File: src/rtl/clk_div_ctrl.sv
// clk_div_ctrl: programmable integer clock divider with glitch-free bypass.
//
// Purpose:
//   Divides clk_i by a runtime-programmable integer N. The divisor is changed
//   through a valid/ready request port. New divisors, and entry to or exit
//   from bypass (N <= 1), take effect without runt pulses on clk_o.
//
// Ports:
//   clk_i        root clock
//   rst_ni       asynchronous active-low reset
//   en_i         run enable for the divided clock
//   div_i        requested divisor (0 and 1 select bypass)
//   div_valid_i  divisor request valid
//   div_ready_o  divisor request ready
//   clk_o        divided, bypassed or stopped clock
//   active_o     high while clk_o toggles
//
// Handshake: a request transfers on a posedge where div_valid_i and
// div_ready_o are both high. div_ready_o then stays low until the request
// has been applied, and div_valid_i is ignored while div_ready_o is low.
//
// Optional build macro: CLK_DIV_ODD_DUTY50_EN. When defined, odd divisors
// (N >= 3) give a 50% duty cycle through a half-cycle-delayed copy of the
// divided flop ORed onto it.
//
// Clock-path cells (tc_clk_*) are provided at the top of this file.

module tc_clk_mux2 (
  input  logic clk0_i,
  input  logic clk1_i,
  input  logic clk_sel_i,
  output logic clk_o
);
  assign clk_o = clk_sel_i ? clk1_i : clk0_i;
endmodule

module tc_clk_and2 (
  input  logic clk0_i,
  input  logic clk1_i,
  output logic clk_o
);
  assign clk_o = clk0_i & clk1_i;
endmodule

`ifdef CLK_DIV_ODD_DUTY50_EN
module tc_clk_or2 (
  input  logic clk0_i,
  input  logic clk1_i,
  output logic clk_o
);
  assign clk_o = clk0_i | clk1_i;
endmodule
`endif

module clk_div_ctrl #(
  parameter int DIV_W       = 8,
  parameter int DEFAULT_DIV = 2
) (
  input  logic             clk_i,
  input  logic             rst_ni,
  input  logic             en_i,
  input  logic [DIV_W-1:0] div_i,
  input  logic             div_valid_i,
  output logic             div_ready_o,
  output logic             clk_o,
  output logic             active_o
);

  localparam logic [DIV_W-1:0] DEF_N   = DIV_W'(DEFAULT_DIV);
  localparam logic [DIV_W-1:0] ONE     = DIV_W'(1);
  localparam logic             DEF_BYP = (DEFAULT_DIV <= 1);

  // ST_IDLE: divider stopped (cnt 0, div_q 0); ST_RUN: divider counting;
  // ST_BYP_OFF / ST_BYP_ON: bypass with the output gated off / on.
  typedef enum logic [1:0] {
    ST_IDLE    = 2'd0,
    ST_RUN     = 2'd1,
    ST_BYP_OFF = 2'd2,
    ST_BYP_ON  = 2'd3
  } state_e;

  localparam state_e RST_STATE = DEF_BYP ? ST_BYP_OFF : ST_IDLE;

  state_e           state_q, state_d;
  logic [DIV_W-1:0] n_q, n_d;
  logic [DIV_W-1:0] cnt_q, cnt_d;
  logic             div_q, div_d;
  logic             pend_q, pend_d;
  logic [DIV_W-1:0] pend_val_q, pend_val_d;
  logic             byp_sel_q, byp_sel_d;
  logic             byp_en_q, byp_en_d;

  logic             wrap;
  logic             apply;
  logic [DIV_W-1:0] half;
  logic             in_byp;

  assign wrap        = (cnt_q == (n_q - ONE));
  assign half        = n_q >> 1;
  assign in_byp      = (state_q == ST_BYP_OFF) || (state_q == ST_BYP_ON);
  assign div_ready_o = !pend_q;
  assign active_o    = (state_q == ST_RUN) || (state_q == ST_BYP_ON);

  always_comb begin
    state_d    = state_q;
    n_d        = n_q;
    cnt_d      = cnt_q;
    div_d      = div_q;
    pend_d     = pend_q;
    pend_val_d = pend_val_q;
    apply      = 1'b0;

    case (state_q)
      ST_RUN: begin
        if (wrap) begin
          // Period boundary: the only point where a running divider may
          // change divisor or stop, so div_q is always low when it does.
          cnt_d = '0;
          apply = pend_q;
          if (en_i) begin
            div_d = 1'b1;
          end else begin
            state_d = ST_IDLE;
            div_d   = 1'b0;
          end
        end else begin
          cnt_d = cnt_q + ONE;
          div_d = (cnt_d < half);
        end
      end
      ST_IDLE: begin
        apply = pend_q;
        if (en_i) begin
          state_d = ST_RUN;
          cnt_d   = '0;
          div_d   = 1'b1;
        end
      end
      default: begin
        apply   = pend_q;
        state_d = en_i ? ST_BYP_ON : ST_BYP_OFF;
        cnt_d   = '0;
        div_d   = 1'b0;
      end
    endcase

    if (apply) begin
      n_d    = pend_val_q;
      pend_d = 1'b0;
      cnt_d  = '0;
      if (pend_val_q <= ONE) begin
        state_d = en_i ? ST_BYP_ON : ST_BYP_OFF;
        div_d   = 1'b0;
      end else if (in_byp) begin
        // Leave bypass through IDLE so div_q is still low when the
        // negedge select flop switches back to the divider.
        state_d = ST_IDLE;
        div_d   = 1'b0;
      end
    end

    if (div_valid_i && div_ready_o) begin
      pend_d     = 1'b1;
      pend_val_d = div_i;
    end
  end

  always_ff @(posedge clk_i or negedge rst_ni) begin
    if (!rst_ni) begin
      state_q    <= RST_STATE;
      n_q        <= DEF_N;
      cnt_q      <= '0;
      div_q      <= 1'b0;
      pend_q     <= 1'b0;
      pend_val_q <= '0;
    end else begin
      state_q    <= state_d;
      n_q        <= n_d;
      cnt_q      <= cnt_d;
      div_q      <= div_d;
      pend_q     <= pend_d;
      pend_val_q <= pend_val_d;
    end
  end

  // Bypass select and gate enable change on the falling edge, while clk_i
  // is low and div_q is low, so the output mux never switches mid-pulse.
  assign byp_sel_d = in_byp;
  assign byp_en_d  = (state_q == ST_BYP_ON);

  always_ff @(negedge clk_i or negedge rst_ni) begin
    if (!rst_ni) begin
      byp_sel_q <= DEF_BYP;
      byp_en_q  <= 1'b0;
    end else begin
      byp_sel_q <= byp_sel_d;
      byp_en_q  <= byp_en_d;
    end
  end

  logic div_clk;
  logic byp_clk;

`ifdef CLK_DIV_ODD_DUTY50_EN
  logic dly_q, dly_d;

  // Only odd divisors get the half-cycle extension; in bypass div_q is 0.
  assign dly_d = div_q & n_q[0];

  always_ff @(negedge clk_i or negedge rst_ni) begin
    if (!rst_ni) begin
      dly_q <= 1'b0;
    end else begin
      dly_q <= dly_d;
    end
  end

  tc_clk_or2 u_duty_or (
    .clk0_i (div_q),
    .clk1_i (dly_q),
    .clk_o  (div_clk)
  );
`else
  assign div_clk = div_q;
`endif

  tc_clk_and2 u_byp_gate (
    .clk0_i (clk_i),
    .clk1_i (byp_en_q),
    .clk_o  (byp_clk)
  );

  tc_clk_mux2 u_out_mux (
    .clk0_i    (div_clk),
    .clk1_i    (byp_clk),
    .clk_sel_i (byp_sel_q),
    .clk_o     (clk_o)
  );

endmodule

File: config.mk
export PLATFORM = sky130hd
export DESIGN_NAME = clk_div_ctrl
export DESIGN_NICKNAME = d
export VERILOG_FILES = /design/src/rtl/clk_div_ctrl.sv
export SDC_FILE = /design/constraint.sdc
export NUM_CORES = 1
export LEC_CHECK = 0
export BUFFER_PORTS_ARGS = -buffer_cell sky130_fd_sc_hd__buf_2
export CAP_MARGIN = 15
export CORE_MARGIN = 5
export CORE_UTILIZATION = 60
export CTS_CLUSTER_DIAMETER = 60
export DETAILED_ROUTE_END_ITERATION = 10
export PLACE_DENSITY_LB_ADDON = 0.15
export SYNTH_ARGS = -nofsm -noshare
export SYNTH_HDL_FRONTEND = slang
export SYNTH_SLANG_ARGS = --single-unit
export TNS_END_PERCENT = 1
File: constraint.sdc
create_clock -name clk_i -period 2.5 [get_ports clk_i]
set_input_delay 0.5 -clock clk_i [delete_from_list [all_inputs] [get_ports clk_i]]
set_output_delay 0.5 -clock clk_i [all_outputs]
set_load 0.05 [all_outputs]
==> summary.md <==
| Metric | Value |
|---|---|
| Switching power | 845 uW |
| Fin Hold WS | 0.290 ns |
| Total gr overflow | 0 |
| Mux cell area share after synthesis | 5.17% |
| Port Buffers | 14 |
| Antenna diode count | 0 |
| Synth warn | 0 |
| Combinational power share | 40.7% |
| Die Y-Extent | 67.1 um |
| Clk pwr share | 18.9% |
| Ports | 15 |
| Sequential area share after synthesis | 38.4% |
| Core Region | 3100 um^2 |
| Avg Vias per Cell | 5.81 |
| TNS Setup | -0.424 ns |
| P_leak | 0.000957 uW |
| Cell-internal power | 1210 uW |
| Fill cell count | 265 |
| Initial antenna violation count | 0 |
| DIE AREA | 4510 um^2 |
| # DRC | 0 |
| CP endpoint | clk_o |
| Mapped Avg Cell Area | 9.65 um^2 |
| Skew final | 0.0112 ns |
| Clk_lat worst skew | 0.44 ns |
| GRT Total Usage | 23.0% |
| Synth cell types | 48 |
| Fin. Hold Viols | 0 |
| Hpwl dp | 3060 um |
| FF-to-FF End | cnt_q[6]$_DFFE_PN0P_ |
| Critical path launch point type | register |
| Worst slew margin | 54.0% |
| Crit path arrival time | 2.42 ns |
| Reg2Reg Setup Slack | 0.21 ns |
| Critical path peak fanout | 2 |
| Outcome | finished with violations |
| RSZ-0062 raised after global routing | true |
| Final Worst Setup Slack | -0.424 ns |
| Site Rows | 20 |
| DRT Wirelength | 4070 um |
| Avg WL per Cell | 15.5 um |
| Reg power frac | 40.4% |
| Detailed-router iteration count before antenna repair | 4 |
| Mapped cell area | 1960 um^2 |
| Pwr per Cell Area | 959 nW/um^2 |
| P&R area growth vs syn | 9.13% |
| Reg2Reg Depth | 8 |
| Net count reported at finish | 237 |
| Largest net degree at the start of global routing | 17 |
| 1st-iter DRT viols | 122 |
| Max-cap violations | 0 |
| Initial core utilization | 63.1% |
| Antenna-violating nets left | 0 |
| Yosys reg bits | 30 |
| CTS tree | done |
| Syn nets | 223 |
| Pins Over Slew Limit | 0 |
| Share of cells above drive strength 1 | 25.2% |
| Routed vias | 1523 |
| Final setup violation count | 4 |
| Most common cell after layout, fill and taps aside | nand2_1 |
| Commonest non-fill, non-tap cells in the layout | 30 x nand2_1, 27 x dfrtp_1, 15 x o211ai_1 |
| First-pass GRT wire length | 7660 um |
| Largest family of logic cells by synthesized area | compound AO/OA/AOI/OAI gates |
| Post-synthesis compound-gate area fraction | 23.1% |
| Post-CTS setup buffers | 0 |
| Crit end category | output port |
| VDD IR-drop max | 0.000590 V |
| Adder-Cell Fraction of Synth Area | 5.11% |
| Net Sw Frac | 41.2% |
| Critical R2R Launch | n_q[1]$_DFFE_PN1P_ |
| Worst min-delay path category | primary input to register |
| Placer Congestion | 0.827 |
| Critical Path RT | 2.00 ns |
| Slew of the pin with the lowest slew margin | 0.689 ns |
| Cells after Synth | 203 |
| Failing checks | setup timing |
| Vias in the first global route | 1629 |
| Die X | 67.1 um |
| Xor/xnor share of the synthesized area | 5.36% |
| Critical path class | register to output port |
| Clock transition at path regs | 0.09 ns |
| Simple-Gate Fraction of Synth Area | 16.8% |
| Critical Path Start | byp_sel_q$_DFF_NN0_ |
kinds of logic (layout without fill, tap and decap cells):
logic type | count (synthesis) | in the layout
multiplexers | 9 | 9
AND/OR/NAND/NOR | 66 | 66
buffers and inverters | 25 | 40
XOR/XNOR | 12 | 12
flip-flops | 30 | 30
adder cells (fa/ha/maj) | 8 | 8
AO/OA/AOI/OAI | 53 | 53
area by class of cell:
class | count | area, um^2 | share of cell area (%)
multi-input cells | 148 | 1100 | 51.3
flip-flops and latches | 30 | 752 | 35.2
repair buffers | 18 | 105 | 4.92
clock buffers | 12 | 92.6 | 4.33
well taps | 44 | 55.1 | 2.57
inverters | 10 | 37.5 | 1.76
state kept, by name (all words and copies together) (netlist names):
register and cells:
cnt_q 8, n_q 8, pend_val_q 8, state_q 2, byp_en_q 1, byp_sel_q 1
div_clk 1, pend_q 1
power groups by stage:
| stage | combinational [uW] | clock (uW) | sequential, uW |
|---|---|---|---|
| floorplan | 748 | 12.4 | 730 |
| global placement | 801 | 14.9 | 823 |
| detailed placement | 833 | 14.9 | 834 |
| CTS | 844 | 396 | 826 |
| global route | 955 | 431 | 859 |
| finish | 834 | 387 | 829 |
synthesized netlist by cell type, drive strengths merged:
cell type | count | area share, %
dfrtp | 27 | 34
a22oi | 1 | 0.38
o21ai | 7 | 1.8
o22a | 1 | 0.45
nor2 | 8 | 1.5
nand2 | 30 | 5.7
or3 | 1 | 0.32
a22o | 3 | 1.3
inv | 10 | 1.9
nor3 | 5 | 2.0
or2 | 1 | 0.32
or4 | 1 | 0.38
nand4 | 1 | 0.32
o2bb2ai | 1 | 0.45
clkbuf | 6 | 1.1
a21o | 3 | 1.1
a21oi | 5 | 1.9
nand3 | 7 | 1.8
and2 | 1 | 0.32
xnor2 | 4 | 1.8
mux2 | 9 | 5.2
nor4 | 2 | 0.96
xor2 | 8 | 3.6
o211a | 1 | 0.51
o221ai | 1 | 0.45
o211ai | 24 | 12
nand2b | 1 | 0.32
dfstp | 1 | 1.3
dfrtn | 2 | 2.6
ha | 8 | 5.1
nor3b | 1 | 0.38
a21boi | 1 | 0.38
a211o | 1 | 0.45
o31a | 1 | 0.45
a31oi | 1 | 0.32
nor2b | 6 | 1.9
and4 | 1 | 0.45
o21a | 2 | 1.1
buf | 9 | 3.1
how the worst min path moves through the flow:
stage | from | end | depth (start not counted)
2_1_floorplan | rst_ni | cnt_q[0]$_DFFE_PN0P_ | 0
3_3_place_gp | rst_ni | n_q[7]$_DFFE_PN0P_ | 1
3_5_place_dp | rst_ni | n_q[7]$_DFFE_PN0P_ | 1
4_1_cts | div_i[5] | pend_val_q[5]$_DFFE_PN0P_ | 2
5_1_grt | div_i[6] | pend_val_q[6]$_DFFE_PN0P_ | 2
6_report | div_i[5] | pend_val_q[5]$_DFFE_PN0P_ | 2
worst max-delay path, cell delays in order, from the launching register on:
cell	delay [ns]
dfrtn_1	0.43
nand3_2	0.07
o21ai_2	0.06
buf_6	0.17
per-stage QoR:
| stage | setup slack, ns | std cells | utilization, % | total power, uW | area (um^2) |
|---|---|---|---|---|---|
| after CTS | -0.445 | 262 | 68.6 | 2070 | 2130 |
| after detailed placement | -0.0248 | 250 | 65.5 | 1680 | 2030 |
| after global routing | -0.521 | 262 | 68.9 | 2250 | 2140 |
| final | -0.424 | 262 | 68.9 | 2050 | 2140 |
| after global placement | -0.0221 | 250 | 65.5 | 1640 | 2030 |
| after floorplan | -0.664 | 203 | - | 1490 | 1960 |
metal layers:
layer,share of wire [%],global-route usage [%],vias up
met5,0,0,-
met4,1.2,9.62,0
met3,4.7,6.82,5
met2,50,36.6,29
met1,44,29.0,737
li1,-,-,752
what timing repair did:
item	CTS	global route
hold endpoints to repair	12	0
gates resized for setup	3	2
endpoints found under the setup margin	4	4
pin swaps	1	0
hold buffers	1	0
Power figures use the tool's default switching activity.
